**src/rtl/cmp_pkg.sv**
```systemverilog
// Shared definitions for the pipelined X/Y comparator: flag bit positions,
// the relation bundle and a saturating increment helper for the counters.
package cmp_pkg;

    // Bit positions inside the packed flag vector.
    localparam int FLG_V  = 0;
    localparam int FLG_N  = 1;
    localparam int FLG_Z  = 2;
    localparam int FLG_C  = 3;
    localparam int FLAG_W = 4;

    // One-hot relational result; exactly one field is set for a valid result.
    typedef struct packed {
        logic lt;
        logic eq;
        logic gt;
    } rel_t;

    // Returns value+1, or value unchanged once it has reached 2^width-1.
    // Operates on a 32-bit container; callers cast to their own width.
    function automatic logic [31:0] sat_inc(input logic [31:0] value, input int width);
        logic [31:0] max_val;
        max_val = (width >= 32) ? 32'hFFFF_FFFF : ((32'd1 << width) - 32'd1);
        return (value >= max_val) ? value : value + 32'd1;
    endfunction

endpackage

```
**src/rtl/cmp_flags.sv**
```systemverilog
// Combinational flag and relation decode for X-Y, given the precomputed
// difference, borrow and operand sign bits.
module cmp_flags
    import cmp_pkg::*;
#(
    parameter int WIDTH = 4
) (
    input  logic [WIDTH-1:0]  d,
    input  logic              b,
    input  logic              x_msb,
    input  logic              y_msb,
    input  logic              is_signed,
    output logic [FLAG_W-1:0] flags,
    output rel_t              rel
);

    // Decode status flags, then derive the mode-dependent relation from them.
    always_comb begin
        // NOTE: every output gets a default first so no path can infer a latch.
        flags = '0;
        rel   = '0;

        flags[FLG_Z] = (d == '0);
        flags[FLG_N] = d[WIDTH-1];
        flags[FLG_C] = b;
        flags[FLG_V] = (x_msb != y_msb) && (d[WIDTH-1] != x_msb);

        rel.eq = flags[FLG_Z];
        rel.lt = is_signed ? (flags[FLG_N] ^ flags[FLG_V]) : flags[FLG_C];
        rel.gt = !rel.lt && !rel.eq;
    end

endmodule

```
**src/rtl/cmp_pipe.sv**
```systemverilog
// Two-stage pipelined X/Y comparator with valid/ready handshakes on both
// sides and saturating per-outcome counters of delivered results.
module cmp_pipe
    import cmp_pkg::*;
#(
    parameter int WIDTH = 4,
    parameter int CNT_W = 8
) (
    input  logic             clk,
    input  logic             rst,
    input  logic             in_valid,
    output logic             in_ready,
    input  logic [WIDTH-1:0] x,
    input  logic [WIDTH-1:0] y,
    input  logic             is_signed,
    output logic             out_valid,
    input  logic             out_ready,
    output logic             flag_v,
    output logic             flag_n,
    output logic             flag_z,
    output logic             flag_c,
    output logic             lt,
    output logic             eq,
    output logic             gt,
    input  logic             clr,
    output logic [CNT_W-1:0] lt_cnt,
    output logic [CNT_W-1:0] eq_cnt,
    output logic [CNT_W-1:0] gt_cnt
);

    // Stage 1: difference, borrow and the operand sign bits. Only the MSBs of
    // x/y are ever consumed downstream (for overflow), so only they are kept.
    logic             s1_valid;
    logic [WIDTH-1:0] s1_d;
    logic             s1_b;
    logic             s1_x_msb;
    logic             s1_y_msb;
    logic             s1_signed;

    // Stage 2: registered flags and relation driving the outputs.
    logic [FLAG_W-1:0] s2_flags;
    rel_t              s2_rel;

    logic [FLAG_W-1:0] flags_next;
    rel_t              rel_next;
    logic [WIDTH:0]    diff_ext;
    logic              adv2;
    logic              in_fire;
    logic              out_fire;

    // Zero-extended subtract: the extra top bit is the borrow (x < y unsigned).
    assign diff_ext = {1'b0, x} - {1'b0, y};

    assign adv2     = !out_valid || out_ready;
    assign in_ready = !s1_valid || adv2;
    assign in_fire  = in_valid && in_ready;
    assign out_fire = out_valid && out_ready;

    cmp_flags #(
        .WIDTH (WIDTH)
    ) u_flags (
        .d         (s1_d),
        .b         (s1_b),
        .x_msb     (s1_x_msb),
        .y_msb     (s1_y_msb),
        .is_signed (s1_signed),
        .flags     (flags_next),
        .rel       (rel_next)
    );

    // Stage 1 capture: load on input transfer, drain when stage 2 takes it.
    always_ff @(posedge clk or posedge rst) begin
        if (rst) begin
            // NOTE: sequential state uses non-blocking assignments so every
            // register samples pre-edge values regardless of statement order.
            s1_valid  <= 1'b0;
            s1_d      <= '0;
            s1_b      <= 1'b0;
            s1_x_msb  <= 1'b0;
            s1_y_msb  <= 1'b0;
            s1_signed <= 1'b0;
        end else if (in_fire) begin
            s1_valid  <= 1'b1;
            s1_d      <= diff_ext[WIDTH-1:0];
            s1_b      <= diff_ext[WIDTH];
            s1_x_msb  <= x[WIDTH-1];
            s1_y_msb  <= y[WIDTH-1];
            s1_signed <= is_signed;
        end else if (adv2) begin
            s1_valid  <= 1'b0;
        end
    end

    // Stage 2 capture: advance whenever the output slot is free or draining;
    // data only changes when a real result moves in, so outputs hold on stall.
    always_ff @(posedge clk or posedge rst) begin
        if (rst) begin
            out_valid <= 1'b0;
            s2_flags  <= '0;
            s2_rel    <= '0;
        end else if (adv2) begin
            out_valid <= s1_valid;
            if (s1_valid) begin
                s2_flags <= flags_next;
                s2_rel   <= rel_next;
            end
        end
    end

    // Outcome counters: clear wins over a same-cycle increment.
    always_ff @(posedge clk or posedge rst) begin
        if (rst) begin
            lt_cnt <= '0;
            eq_cnt <= '0;
            gt_cnt <= '0;
        end else if (clr) begin
            lt_cnt <= '0;
            eq_cnt <= '0;
            gt_cnt <= '0;
        end else if (out_fire) begin
            if (s2_rel.lt) lt_cnt <= CNT_W'(sat_inc(32'(lt_cnt), CNT_W));
            if (s2_rel.eq) eq_cnt <= CNT_W'(sat_inc(32'(eq_cnt), CNT_W));
            if (s2_rel.gt) gt_cnt <= CNT_W'(sat_inc(32'(gt_cnt), CNT_W));
        end
    end

    assign flag_v = s2_flags[FLG_V];
    assign flag_n = s2_flags[FLG_N];
    assign flag_z = s2_flags[FLG_Z];
    assign flag_c = s2_flags[FLG_C];
    assign lt     = s2_rel.lt;
    assign eq     = s2_rel.eq;
    assign gt     = s2_rel.gt;

endmodule

```
**config.mk**
```make
export PLATFORM = sky130hd
export DESIGN_NAME = cmp_pipe
export DESIGN_NICKNAME = d
export VERILOG_FILES = /design/src/rtl/cmp_pkg.sv /design/src/rtl/cmp_flags.sv /design/src/rtl/cmp_pipe.sv
export SDC_FILE = /design/constraint.sdc
export NUM_CORES = 1
export LEC_CHECK = 0
export CAP_MARGIN = 20
export CORE_ASPECT_RATIO = 2
export CORE_MARGIN = 1
export CORE_UTILIZATION = 30
export CTS_CLUSTER_SIZE = 8
export DETAILED_ROUTE_END_ITERATION = 8
export GPL_TIMING_DRIVEN = 0
export PLACE_DENSITY_LB_ADDON = 0.08
export SYNTH_ARGS = -nofsm -noshare
export SYNTH_HDL_FRONTEND = slang
export SYNTH_SLANG_ARGS = --single-unit
```
**constraint.sdc**
```tcl
create_clock -name clk -period 4.7 [get_ports clk]
set_input_delay 0.705 -clock clk [delete_from_list [all_inputs] [get_ports clk]]
set_output_delay 0.705 -clock clk [all_outputs]
set_load 0.03 [all_outputs]
```
==> impl_metrics.toml <==
[synth]
yosys_warnings = 0
ys_ff_latch = 40
synth-edff-count = 0
synth_top_area_share_pct = 48.1
synthArstFlopShare_pct = 100
ys_seq_area_share_pct = 48.1
synth_area_um2 = 2080
syn_nets = 224
synth_area_leaders = "dfrtp_1 48%, mux2_2 4.3%, ha_1 4.2%, nor2_1 4.0%, xor2_1 3.8%"
syn_inst = 202
avgSynthCellArea_um2 = 10.3
yosys.area.top_type = "dfrtp_1"
synth_cell_types = 41
synth-main-ff-cell = "dfrtp_1"

[timing]
tightest_slew_ns = 0.501
period_minus_slack_ns = 2.87
slew_headroom_pct = 66.6
finalSetupViolCount = 0
finClkSkew_ns = 0.00536
max_freq_ghz = 0.349
min_period_over_period_pct = 61.0
rsz0062_at_grt = "no"
finalHoldViolCount = 0
slew_violations = 0
tns_ns = 0

[floorplanning]
die-area_um2 = 7290
dieHeight_um = 120
start_util_pct = 31.2
row_count = 42
die_w_um = 60.9
core_um2 = 6670
ios = 47

[clocking]
clock_path_buffers = 2
cts_made_buffers = 5
root_buffer = "clkbuf_16"
cts_hold_buffers = 0
cts_tree = "yes"
post_cts_buffers = 0
clkLatencyLatePin_ns = 0.28
cts.clk_slew.worst_paths_ns = 0.06
cts_resized = 0
htreeDepth = 2
cts_sinks = 40

[placement]
io_buffers = 45
dpl.hpwl_um = 3780
place.gp.congestion = 0.755
dp_cells = 336

[pwr]
total_power_w = 0.00101
irDropWorstVdd_v = 0.000211
power_leakage_nw = 1.21
powerDensity_nw_per_um2 = 357

[status]
status = "complete, no violations"

[final_layout]
multi_input_area_um2 = 1020
final_cell_mix = "45 x clkdlybuf4s50_1, 40 x dfrtp_1, 22 x nor2_1"
diodes = 0
drive_gt1_share_pct = 10.2
instances_no_fill = 344
layout_commonest_cell = "clkdlybuf4s50_1"
fillCellCount = 688
area_delta_synth_final_pct = 35.8
nets = 277
register_area_um2 = 1000

[grt]
grt_overflow = 0
grt_pass1_vias = 1675
grt_max_degree = 31
grt_pass1_wl_um = 8070
grt_antenna_before_repair = 0
grtUsageTotal_pct = 14.9

[detailed_routing]
drt_iter0_markers = 69
ant_nets = 0
wire_per_inst_um = 14.0
drt-total-wl_um = 4830
drc = 0
drt-pass1-iter-count = 4
route.vias.total = 1670
vias_per_cell = 4.85

[worst_setup_path]
crit_fanout = 7
cp.arrival_ns = 2.16
cp.required_ns = 3.99
critPathCaptureType = "output port"
startpoint_type = "primary input"
critical_path_class = "primary input to output port"

[hold_path]
hold_path_class = "flop to flop"

[job]
maxCapViolations = 0
==> metrics by stage <==
| step | cell area (µm²) | setup slack [ns] | hold slack, ns | utilization [%] |
|---|---|---|---|---|
| detailed placement | 2660 | 1.83 | 0.470 | 39.9 |
| CTS | 2830 | 1.82 | 0.496 | 42.3 |
| global route | 2830 | 1.74 | 0.520 | 42.3 |
| finish | 2830 | 1.83 | 0.486 | 42.3 |
| global placement | 2640 | 1.84 | 0.468 | 39.6 |
| floorplan | 2080 | 2.87 | 0.450 | - |
==> worst max-delay path, stage by stage <==
cell	delay (ns)
clkdlybuf4s50_1	0.58
nand3b_1	0.19
clkdlybuf4s50_1	0.69
==> where the power goes <==
group          switching (W)  internal, W  total [W]
logic               0.000115    0.0000978   0.000213
registers          0.0000330     0.000378   0.000411
clock network       0.000134     0.000250   0.000384
total               0.000282     0.000726    0.00101
==> worst paths after layout <==
path | from | to | slack, ns | cells past startpoint
worst min register to register | s2_flags[0]$_DFFE_PP0P_ | s2_flags[0]$_DFFE_PP0P_ | 0.49 | 2
min in group asynchronous | rst | gt_cnt[5]$_DFFE_PP0P_ | 0.68 | 2
max in group asynchronous | rst | eq_cnt[1]$_DFFE_PP0P_ | 3.58 | 3
worst min-delay path | s2_flags[0]$_DFFE_PP0P_ | s2_flags[0]$_DFFE_PP0P_ | 0.49 | 2
worst max-delay path | out_ready | in_ready | 1.83 | 3
worst max register to register | lt_cnt[0]$_DFFE_PP0P_ | lt_cnt[7]$_DFFE_PP0P_ | 2.93 | 5
==> sequential cells by signal, summed over array words and instances, names as in the netlist <==
name	cells
eq_cnt	8
gt	1
gt_cnt	8
lt	1
lt_cnt	8
out_valid	1
s1_b	1
s1_d	4
s1_signed	1
s1_valid	1
s1_x_msb	1
s1_y_msb	1
s2_flags	4
==> per-layer routing <==
layer,track usage (%),part of all wire (%),vias to the layer above
met1,15.3,36,811
li1,-,-,821
met2,28.4,60,33
met4,4.83,1.6,0
met5,0,0,-
met3,2.59,2.4,5
==> synth_stat cells, types with 5 or more instances <==
cell	count
o211ai_1	6
ha_1	7
nand2_1	17
inv_1	8
mux2_2	8
a21oi_1	7
dfrtp_1	40
nor2_1	22
o21ai_0	7
o31ai_1	5
xor2_1	9
nand3_1	10
nor2b_1	5
==> layout make-up <==
type	instances	share of cell area, %
Buffer	6	1.20
Clock buffer	6	4.56
Clock inverter	2	1.24
Inverter	8	1.06
Multi-Input combinational cell	148	36.0
Sequential cell	40	35.4
Tap cell	88	3.90
Timing Repair Buffer	46	16.7
==> kinds of logic after synthesis <==
family,after synthesis,share of synthesized area (%)
fa+ha+maj,9,5.65
buf+inv,14,3.07
mux,14,7.34
flops,40,48.1
compound gates,31,9.62
xor+xnor,12,5.05
simple gates,82,21.2
(Power assumes the default switching activity.)
